==> config.mk <==
export PLATFORM = sky130hd
export DESIGN_NAME = regfile_mp
export DESIGN_NICKNAME = d
export VERILOG_FILES = /design/src/rtl/regfile_pkg.sv /design/src/rtl/rf_scoreboard.sv /design/src/rtl/regfile_mp.sv
export SDC_FILE = /design/constraint.sdc
export NUM_CORES = 1
export LEC_CHECK = 0
export BUFFER_PORTS_ARGS = -buffer_cell sky130_fd_sc_hd__buf_2
export CAP_MARGIN = 20
export CORE_MARGIN = 8
export CORE_UTILIZATION = 49
export DETAILED_ROUTE_END_ITERATION = 6
export MAX_ROUTING_LAYER = met4
export PLACE_DENSITY = 0.69
export SLEW_MARGIN = 40
export SYNTH_ARGS = -nofsm -noshare
export SYNTH_HDL_FRONTEND = slang
export SYNTH_HIERARCHICAL = 1
export SYNTH_SLANG_ARGS = --single-unit
==> constraint.sdc <==
create_clock -name clk -period 2.5 [get_ports clk]
set_clock_uncertainty 0.05 [all_clocks]
set_input_delay 0 -clock clk [delete_from_list [all_inputs] [get_ports clk]]
set_output_delay 0 -clock clk [all_outputs]
set_load 0.05 [all_outputs]
==> src/rtl/regfile_pkg.sv <==
// Shared defaults and types for the multi-port register file and its busy scoreboard.
package regfile_pkg;
  localparam int XLEN_DEF  = 32;
  localparam int NREGS_DEF = 16;
  localparam int AW_DEF    = $clog2(NREGS_DEF);

  typedef logic [AW_DEF-1:0]   reg_addr_t;
  typedef logic [XLEN_DEF-1:0] xlen_t;
endpackage

==> src/rtl/rf_scoreboard.sv <==
// Per-register busy bits: set on allocate, cleared on write-with-release, with optional
// same-cycle release forwarding onto the read-side busy outputs.
module rf_scoreboard
  import regfile_pkg::*;
#(
  parameter int NREGS  = NREGS_DEF,
  parameter int NRD    = 2,
  parameter int NWR    = 1,
  parameter int BYPASS = 1,
  localparam int AW    = $clog2(NREGS)
) (
  input  logic              clk,
  input  logic              rst_n,
  input  logic [NWR-1:0]    we,
  input  logic [NWR*AW-1:0] rd,
  input  logic [NWR-1:0]    rel,
  input  logic              alloc,
  input  logic [AW-1:0]     alloc_rd,
  input  logic [NRD*AW-1:0] rs,
  output logic [NRD-1:0]    rs_busy
);

  logic [NREGS-1:0] busy;
  logic [NREGS-1:0] clr;
  logic [NREGS-1:0] set;
  logic [NREGS-1:0] busy_nxt;
  logic [AW-1:0]    ra;

  // Set is applied after clear so a newer producer keeps the register busy.
  always_comb begin
    clr = '0;
    set = '0;
    for (int w = 0; w < NWR; w++) begin
      if (we[w] && rel[w] && rd[w*AW +: AW] != '0)
        clr[rd[w*AW +: AW]] = 1'b1;
    end
    if (alloc && alloc_rd != '0)
      set[alloc_rd] = 1'b1;
    busy_nxt = (busy & ~clr) | set;
  end

  always_ff @(posedge clk or negedge rst_n) begin
    if (!rst_n)
      busy <= '0;
    else
      busy <= busy_nxt;
  end

  always_comb begin
    rs_busy = '0;
    ra      = '0;
    for (int r = 0; r < NRD; r++) begin
      ra         = rs[r*AW +: AW];
      rs_busy[r] = busy[ra];
      if (BYPASS != 0 && clr[ra])
        rs_busy[r] = 1'b0;
      if (ra == '0)
        rs_busy[r] = 1'b0;
    end
  end

endmodule

==> src/rtl/regfile_mp.sv <==
// Parametrised multi-port register file (r0 hardwired zero) with write-to-read bypass
// and an integrated RAW busy scoreboard.
module regfile_mp
  import regfile_pkg::*;
#(
  parameter int XLEN   = XLEN_DEF,
  parameter int NREGS  = NREGS_DEF,
  parameter int NRD    = 2,
  parameter int NWR    = 1,
  parameter int BYPASS = 1,
  localparam int AW    = $clog2(NREGS)
) (
  input  logic                clk,
  input  logic                rst_n,
  input  logic [NWR-1:0]      we,
  input  logic [NWR*AW-1:0]   rd,
  input  logic [NWR*XLEN-1:0] rd_data,
  input  logic [NWR-1:0]      rel,
  input  logic [NRD*AW-1:0]   rs,
  output logic [NRD*XLEN-1:0] rs_data,
  output logic [NRD-1:0]      rs_busy,
  input  logic                alloc,
  input  logic [AW-1:0]       alloc_rd
);

  logic [XLEN-1:0] mem [NREGS];
  logic [AW-1:0]   ra;
  logic [XLEN-1:0] rv;

  // Later ports are assigned last, so the highest-index writer wins on a collision.
  always_ff @(posedge clk or negedge rst_n) begin
    if (!rst_n) begin
      for (int i = 0; i < NREGS; i++)
        mem[i] <= '0;
    end else begin
      for (int w = 0; w < NWR; w++) begin
        if (we[w] && rd[w*AW +: AW] != '0)
          mem[rd[w*AW +: AW]] <= rd_data[w*XLEN +: XLEN];
      end
    end
  end

  always_comb begin
    rs_data = '0;
    ra      = '0;
    rv      = '0;
    for (int r = 0; r < NRD; r++) begin
      ra = rs[r*AW +: AW];
      rv = mem[ra];
      if (BYPASS != 0) begin
        for (int w = 0; w < NWR; w++) begin
          if (we[w] && rd[w*AW +: AW] == ra)
            rv = rd_data[w*XLEN +: XLEN];
        end
      end
      if (ra == '0)
        rv = '0;
      rs_data[r*XLEN +: XLEN] = rv;
    end
  end

  rf_scoreboard #(
    .NREGS  (NREGS),
    .NRD    (NRD),
    .NWR    (NWR),
    .BYPASS (BYPASS)
  ) u_scoreboard (
    .clk      (clk),
    .rst_n    (rst_n),
    .we       (we),
    .rd       (rd),
    .rel      (rel),
    .alloc    (alloc),
    .alloc_rd (alloc_rd),
    .rs       (rs),
    .rs_busy  (rs_busy)
  );

endmodule

* Word-level counts from Yosys, hierarchy flattened
Index checks and enable logic that the tools add are counted.
** Cells by class
- Add/sub/neg operators :: 0
- Multipliers :: 0
- Divide/modulo/power cells :: 0
- $lt $le $gt $ge :: 10
- Equality and inequality tests :: 2
- Shift operators :: 0
- Multiplexer cells :: 31
- Bitwise gates (word level) :: 6
- Reduce and logical (&&, ||, !) cells :: 13
** Operator list (number)
- bitwise mux 512 bit :: 1
- 2-to-1 mux 32 bit :: 9
- binary-select mux 32 bit (select 4 bit) :: 2
- demux 32 bit (select 4 bit) :: 1
- 2-to-1 mux 16 bit :: 2
- < comparator 4 x 5 -> 1 bit (second input constant) :: 4
- bitwise AND 16 bit :: 1
- binary-select mux 1 bit (select 4 bit) :: 4
- NOT 16 bit :: 1
- OR 16 bit :: 1
- >= comparator 5 bit (second input constant) :: 3
- NOT 4 -> 5 bit :: 3
- 2-to-1 mux 1 bit :: 10
- logical AND 1 bit :: 9
- demux 1 bit (select 4 bit) :: 2
- equality test 4 bit :: 2
- >= comparator 4 x 1 -> 1 bit (second input constant) :: 2
- zero test 4 bit :: 2
- nonzero test 4 bit :: 2
- < comparator 5 x 1 -> 1 bit (second input constant) :: 1
** Word-level totals
- Flip-flop bits (word level) :: 528
- Bits in latches :: 0
- Memory bits (writable) :: 0
- ROM bits :: 0
- Input port bits :: 53
- Output and inout port bits :: 66
- Word-level logic and storage cells :: 79
- Memories kept :: 0

* Depth between registers and ports, before layout
Gate-level depths: netlist of run 1.
- Depth in word-level cells :: 9
- Gate-level depth with buffers :: 8
- Mapped depth without buffers :: 5

* By module
The synthesis of run 1 kept the hierarchy.
** Modules (own cells, without submodules)
- regfile_mp :: instances 1, cells each 1777, area each 27121.0 um2, sequential area each 12812.3 um2
- rf_scoreboard :: instances 1, cells each 112, area each 1169.9 um2, sequential area each 400.4 um2

* Worst setup path after synthesis of run 1
Ideal clock, no wire load.
- Kind :: register -> output
- Start point :: register u_scoreboard.busy[1]
- End point :: output rs_busy[1]
- Arrival time :: 2.062 ns
- Required time :: 2.450 ns
- Setup slack :: 0.388 ns
- Stages on the path, launching flop included :: 5
- Buffers on the path :: 0
- Path through :: dfrtp_1 nor4bb_1 o31a_1 a2111oi_4 a211oi_1
** On the way
- Cells in the longest elaborated chain, start to end :: 4
** Ends and longest elaborated chain
- start: declaration :: RTL line rf_scoreboard.sv:23 : logic [NREGS-1:0] busy;
- start signal: assignment :: RTL line rf_scoreboard.sv:46 : busy <= busy_nxt;
- binary-select mux 1 bit (select 4 bit) :: RTL line rf_scoreboard.sv:54 : rs_busy[r] = busy[ra];
- 2-to-1 mux 1 bit (implied by the code) :: RTL line rf_scoreboard.sv:54
- 2-to-1 mux 1 bit :: RTL line rf_scoreboard.sv:55 : if (BYPASS != 0 && clr[ra])
- 2-to-1 mux 1 bit :: RTL line rf_scoreboard.sv:57 : if (ra == '0)
- end: declaration :: RTL line regfile_mp.sv:21 : output logic [NRD-1:0] rs_busy,
No other way between the ends. The select of a mux whose other input is x is not followed.

* Worst setup path in the final report of run 1
- Start point :: register mem[388] (netlist bit)
- End point :: output rs_data[4]
** On the way
- Cells in the longest elaborated chain, start to end :: 5
** Ends and longest elaborated chain
- start: declaration :: RTL line regfile_mp.sv:26 : logic [XLEN-1:0] mem [NREGS];
- start signal: indexed assignment :: RTL line regfile_mp.sv:38 : mem[rd[w*AW +: AW]] <= rd_data[w*XLEN +: XLEN];
- binary-select mux 32 bit (select 4 bit) :: RTL line regfile_mp.sv:49 : rv = mem[ra];
- 2-to-1 mux 32 bit (implied by the code) (2 in series) :: RTL line regfile_mp.sv:49
- 2-to-1 mux 32 bit :: RTL line regfile_mp.sv:52 : if (we[w] && rd[w*AW +: AW] == ra)
- 2-to-1 mux 32 bit :: RTL line regfile_mp.sv:56 : if (ra == '0)
- end: declaration :: RTL line regfile_mp.sv:20 : output logic [NRD*XLEN-1:0] rs_data,
No other way between the ends. The select of a mux whose other input is x is not followed.

==> results of run 1 <==
## report_power, final
part / internal [µW] / switching [µW]
registers: 10400 / 1350
clock network: 5630 / 3610
logic: 3860 / 3160
total: 19900 / 8130
## worst min path at each step
stage | end | cells after the start | startpoint
6_report | mem[446] | 4 | we
5_1_grt | mem[446] | 4 | we
3_3_place_gp | u_scoreboard/busy[7] | 1 | rst_n
3_5_place_dp | u_scoreboard/busy[6] | 1 | rst_n
4_1_cts | mem[446] | 4 | we
2_1_floorplan | mem[0] | 0 | rst_n
## routing by layer
| metal | vias to the layer above | share of wire [%] | wire length [µm] |
|---|---|---|---|
| met2 | 605 | 49 | 38700 |
| li1 | 7591 | - | - |
| met4 | 0 | 4.1 | 3230 |
| met3 | 203 | 5.2 | 4090 |
| met1 | 9822 | 41 | 32400 |
| met5 | - | 0 | 0 |
## through the flow
step                total power [µW]  TNS (ns)  instances  util [%]  hold WS [ns]
floorplan                      16800         0       1889         -        -0.346
global placement               18400         0       2639      52.6       -0.0811
detailed placement             18800         0       2641      52.6       -0.0774
CTS                            28200         0       2805      57.3       0.00478
global route                   29300  -0.00502       2806      57.3        0.0466
finish                         28000         0       2806      57.3        0.0430
## final cells by class
| cell class | count | area, µm² |
|---|---|---|
| Antenna cell | 1 | 2.50 |
| Clock buffer | 75 | 1590 |
| Clock inverter | 30 | 473 |
| Fill cell | 4440 | 24500 |
| Inverter | 3 | 11.3 |
| Multi-Input combinational cell | 1133 | 14200 |
| Sequential cell | 528 | 13200 |
| Tap cell | 765 | 957 |
| Timing Repair Buffer | 271 | 2490 |
## repair_timing
item	in CTS	in global routing
hold buffers	59	0
pin swaps	0	4
setup endpoints to repair	1	27
resized for setup	3	11
hold endpoints to repair	1011	0
## cell families (layout without fill, tap and decap cells)
group	after synthesis	in the layout	share of synthesized area, %
other	0	1	0
DFF	528	528	46.7
and+or+nand+nor	134	134	2.34
xor gates and xnor gates	12	12	0.371
muxes	748	748	40.2
AOI/OAI and AO/OA	239	239	6.47
buffers and inverters	228	379	3.94
## state kept, by name, summed over array words and instances (netlist names)
register,count
u_scoreboard/busy,16
mem,512
## placed cells by master, fill, tap and decap left out, types with 5 or more instances in the layout
cell / n
clkinv_2: 10
mux2_2: 472
clkbuf_8: 12
bufinv_16: 11
buf_4: 54
nand2b_1: 5
mux2i_1: 5
buf_2: 108
o21ai_0: 12
dfrtp_1: 528
clkbuf_16: 56
a22o_1: 64
nand2_1: 69
clkbuf_1: 7
mux2_1: 9
nor2_4: 13
buf_12: 41
mux4_2: 262
buf_6: 6
a22oi_1: 124
dlygate4sd3_1: 58
xnor2_1: 11
o21ai_1: 16
## worst register-to-register path, cell delays in order, from the launching register on
cell and delay (ns):
dfrtp_1 0.40, o31ai_1 0.09, o21ai_1 0.10, dlygate4sd3_1 0.57
==> flow_summary.json, run 1 <==
{
  "cp-endpoint": "rs_data[4]",
  "yosys-top-cells-area": "dfrtp_1 47%, mux4_2 21%, mux2_2 19%",
  "numCtsBuffers": 56,
  "syn_nets": 1942,
  "dieWidth_um": 256,
  "start_kind": "register",
  "drive_gt1_share_pct": 53.1,
  "synth_edf_count": 0,
  "critPathBufInv": 1,
  "slowest_stage": "mux4_2",
  "syn_to_final_growth_pct": 16.3,
  "ios": 119,
  "wl_per_cell_um": 28.0,
  "grt_pass1_wl_um": 123000,
  "dpl.hpwl_um": 47500,
  "num_vias": 18200,
  "grt_start_max_net_pins": 97,
  "yosysTopAreaCellShare_pct": 46.7,
  "slew_headroom_pct": 55.5,
  "routabilityCongestion": 0.808,
  "fp.dieH_um": 256,
  "fin_area_mm2": 0.0329,
  "synthArstFlopShare_pct": 100,
  "period_share_pct": 96.4,
  "grt-busiest-layer": "met2",
  "worstSetupPathDepth": 6,
  "totalWireLength_um": 78500,
  "synth-warning-count": 6,
  "synth_most_common_cell": "dfrtp_1",
  "hp-class": "in -> reg",
  "grt_usage_pct": 24.6,
  "drc": 0,
  "syn_area_per_cell_um2": 15.0,
  "hold_violations": 0,
  "timing.fmax_ghz": 0.415,
  "drtPass1Iterations": 5,
  "power.density_mw_per_mm2": 853,
  "gr-usage-met1_pct": 32.0,
  "path_clk_slew_ns": 0.06,
  "status": "complete, no violations",
  "layout.nets": 2046,
  "cp.required_ns": 2.45,
  "slew_violations": 0,
  "grt_overflow": 0,
  "antenna_found_initial": 1,
  "path_cells": "mux4_2 > nor2b_1 > a211oi_2 > a21oi_2 > a22o_1 > buf_6",
  "timing.rr.end": "u_scoreboard/busy[2]",
  "ys_seq_area_share_pct": 46.7,
  "syn-cell-area_mm2": 0.0283,
  "post-cts-setup-buffers": 0,
  "synth_largest_area_cell": "dfrtp_1",
  "start_util_pct": 49.3,
  "r2r-start": "u_scoreboard/busy[2]",
  "synthCells": 1889,
  "cts_max_path_buffers": 3,
  "cts_sinks": 528,
  "crit_type": "reg -> out",
  "avgViaCountPerCell": 6.49,
  "die_area_mm2": 0.0657,
  "setup_ws_ns": 0.0900,
  "max_stage_delay_ns": 0.48,
  "critPathMaxFanout": 3,
  "grt_pass1_vias": 20200,
  "drtIter0Drc": 1306,
  "r2r_slack_ns": 1.18,
  "vdd.ir_drop.worst_uv": 598,
  "max_cap_violations": 0,
  "period_minus_slack_ns": 2.41,
  "arrival_ns": 2.36,
  "ant_nets": 0,
  "max_slew.worst_pin.slew_ns": 0.663,
  "synth_seq_cells": 528,
  "gr-usage-met3_pct": 3.08,
  "synth.distinct_cells": 49,
  "final-setup-viol-count": 0,
  "placed_area_mm2": 0.0302,
  "clk_latency_ns": 0.62,
  "cts_tree": "yes",
  "ys_top_cells_by_count": "528 x dfrtp_1, 472 x mux2_2, 262 x mux4_2",
  "pre_cts_ws_ns": 0.412,
  "core_area_mm2": 0.0574,
  "crit_family": "compound AO/OA/AOI/OAI gates",
  "reg2regPathDepth": 3,
  "synth_ff_type": "dfrtp_1",
  "rows": 88,
  "leakagePower_uw": 0.0138,
  "numPortBuffers": 118,
  "cts.htree.levels": 2,
  "critPathLaunch": "mem[388]",
  "gr-usage-met2_pct": 39.5,
  "clockRootBuffer": "clkbuf_16",
  "crit_path_end_kind": "primary output"
}
(Power assumes the default switching activity.)
==> inputs of run 2 (changes only) <==
--- a/config.mk
+++ b/config.mk
@@ -15,5 +15,4 @@
 export SLEW_MARGIN = 40
 export SYNTH_ARGS = -nofsm -noshare
 export SYNTH_HDL_FRONTEND = slang
-export SYNTH_HIERARCHICAL = 1
 export SYNTH_SLANG_ARGS = --single-unit
==> flow_summary.json, run 2 <==
{
  "status": "complete, no violations",
  "post-cts-setup-buffers": 0,
  "timing.fmax_ghz": 0.416,
  "swShare_pct": 29.9,
  "clk_latency_ns": 0.62,
  "synthCells": 1882,
  "antenna_found_initial": 3,
  "synth-warning-count": 0,
  "totalWireLength_um": 78800,
  "r2r-start": "u_scoreboard.busy[2]",
  "grt_usage_pct": 24.8,
  "grt_pass1_vias": 19700,
  "cts_sinks": 527,
  "syn_area_per_cell_um2": 15.0,
  "grt_start_max_net_pins": 89,
  "final-setup-viol-count": 0,
  "syn-cell-area_mm2": 0.0282,
  "cts_resized": 0,
  "critPathLaunch": "mem[149]",
  "tns_ns": 0,
  "path_clk_slew_ns": 0.06,
  "top_regs": "mem: 512 flops, u_scoreboard.busy: 15 flops",
  "synth_ff_type": "dfrtp_1",
  "num_vias": 18200,
  "clkPwrFrac_pct": 31.3,
  "largest_register_ff_count": 512,
  "hp-class": "in -> async",
  "layout_commonest_cell": "dfrtp_1",
  "clockRootBuffer": "clkbuf_16",
  "period_minus_slack_ns": 2.40,
  "leakagePower_uw": 0.0136,
  "critPathMaxFanout": 3,
  "hold_buffers": 53,
  "syn_to_final_growth_pct": 14.4,
  "hold_violations": 0,
  "ios": 119,
  "layout.nets": 2019,
  "fp.dieH_um": 256,
  "synth_largest_area_cell": "dfrtp_1",
  "synth_edf_count": 0,
  "internal-power_uw": 19000,
  "max_slew.worst_pin.slew_ns": 0.681,
  "cts.htree.levels": 2,
  "yosys-top-cells-area": "dfrtp_1 47%, mux4_2 21%, mux2_2 13%",
  "period_share_pct": 96.1,
  "start_kind": "register",
  "synth.distinct_cells": 47,
  "drtPass1Iterations": 5,
  "arrival_ns": 2.35,
  "yosysTopAreaCellShare_pct": 46.8,
  "wl_per_cell_um": 28.4,
  "dieWidth_um": 256,
  "pre_cts_ws_ns": 0.273,
  "setup_ws_ns": 0.0984,
  "crit_path_end_kind": "primary output",
  "max_cap_violations": 0,
  "crit_type": "reg -> out",
  "layout_common_cells": "527 x dfrtp_1, 313 x mux2_2, 262 x mux4_2, 169 x mux2_1, 128 x a22oi_1",
  "slew_violations": 0,
  "cts_tree": "yes",
  "core_area_mm2": 0.0573,
  "avgViaCountPerCell": 6.55,
  "synth_most_common_cell": "dfrtp_1",
  "routabilityCongestion": 0.856,
  "vdd.ir_drop.worst_uv": 697,
  "die_area_mm2": 0.0654,
  "dpl.hpwl_um": 46400,
  "rows": 88,
  "start_util_pct": 49.2,
  "grt_pass1_wl_um": 122000,
  "ys_top_cells_by_count": "527 x dfrtp_1, 313 x mux2_2, 262 x mux4_2",
  "numCtsBuffers": 58,
  "cts_max_path_buffers": 3,
  "drive_gt1_share_pct": 44.2,
  "rsz0062_at_grt": "false",
  "syn_nets": 1935,
  "cp.required_ns": 2.45,
  "p_switching_uw": 8100,
  "ys_seq_area_share_pct": 46.8,
  "power.density_mw_per_mm2": 842,
  "pwr-share-comb_pct": 25.4,
  "pwr-share-seq_pct": 43.3,
  "regMostFlops": "mem",
  "ant_nets": 0,
  "drc": 0,
  "grt_overflow": 0,
  "synth_seq_cells": 527,
  "synthArstFlopShare_pct": 100,
  "numPortBuffers": 118,
  "drtIter0Drc": 1559,
  "slew_headroom_pct": 54.6
}
==> run 2: cell count changes after synthesis, moves of 4 or more <==
cell,delta
a22oi_1,+4
buf_2,+9
buf_4,-5
mux2_1,+160
mux2_2,-159
mux2i_1,-5
nor4_1,+5
o21ai_0,+14
o21ai_1,-15
xnor2_1,-9
xor2_1,+5
==> run 2: path summary, 6_finish.rpt <==
kind | endpoint | slack [ns] | cells past startpoint
setup / recovery | rs_data[53] | 0.1 | 5
hold / removal | mem[125] | 0.04 | 3
setup reg to reg | u_scoreboard.busy[2] | 1.18 | 3
hold reg to reg | mem[503] | 0.34 | 0
max in group asynchronous | mem[307] | 1.79 | 3
min in group clk | u_scoreboard.busy[11] | 0.13 | 5
==> run 2: logic make-up after synthesis <==
logic type	Yosys count	share of synthesized area [%]
mux	744	40.2
flops	527	46.8
compound gates	241	6.48
buf+inv	233	3.99
simple gates	129	2.19
xor+xnor	8	0.249
==> run 2: critical path, stage by stage, from the launching register on <==
cell and delay (ns):
dfrtp_1 0.39, mux4_2 0.47, a22oi_1 0.31, nand2_1 0.14, a22o_1 0.20, buf_2 0.21
==> run 2: layout make-up <==
class	instances	area, µm²
fill	4490	25000
multi-input combinational	1122	14000
sequential	527	13200
timing repair buffer	252	2160
clock buffer	87	1680
tap	765	957
clock inverter	15	195
inverter	5	18.8
antenna	3	7.51
==> run 2: power by group through the flow <==
stage | Sequential, µW | Combinational, µW | Clock, µW
final | 11700 | 6880 | 8490
after global routing | 12000 | 7350 | 8980
after CTS | 11700 | 6940 | 8630
after detailed placement | 11900 | 6820 | 0
after global placement | 11700 | 6650 | 0
after floorplan | 11400 | 5330 | 0
==> run 2: metrics by stage <==
stage	hold WS, ns	cells	utilization [%]	total power, µW	instance area, µm²
6_report	0.0386	2776	56.3	27100	32200
4_1_cts	0.0346	2773	56.2	27300	32200
2_1_floorplan	-0.346	1882	-	16700	28200
3_5_place_dp	-0.0503	2618	52.0	18700	29800
5_1_grt	0.0442	2776	56.3	28300	32200
3_3_place_gp	-0.0442	2618	52.0	18300	29800
==> run 2: per-layer routing <==
layer	up-vias	wire length (µm)	GRT usage, %
met5	-	0	-
met4	0	2900	9.20
met3	196	5370	4.23
met2	741	39100	40.1
met1	9751	31400	31.3
li1	7489	-	-
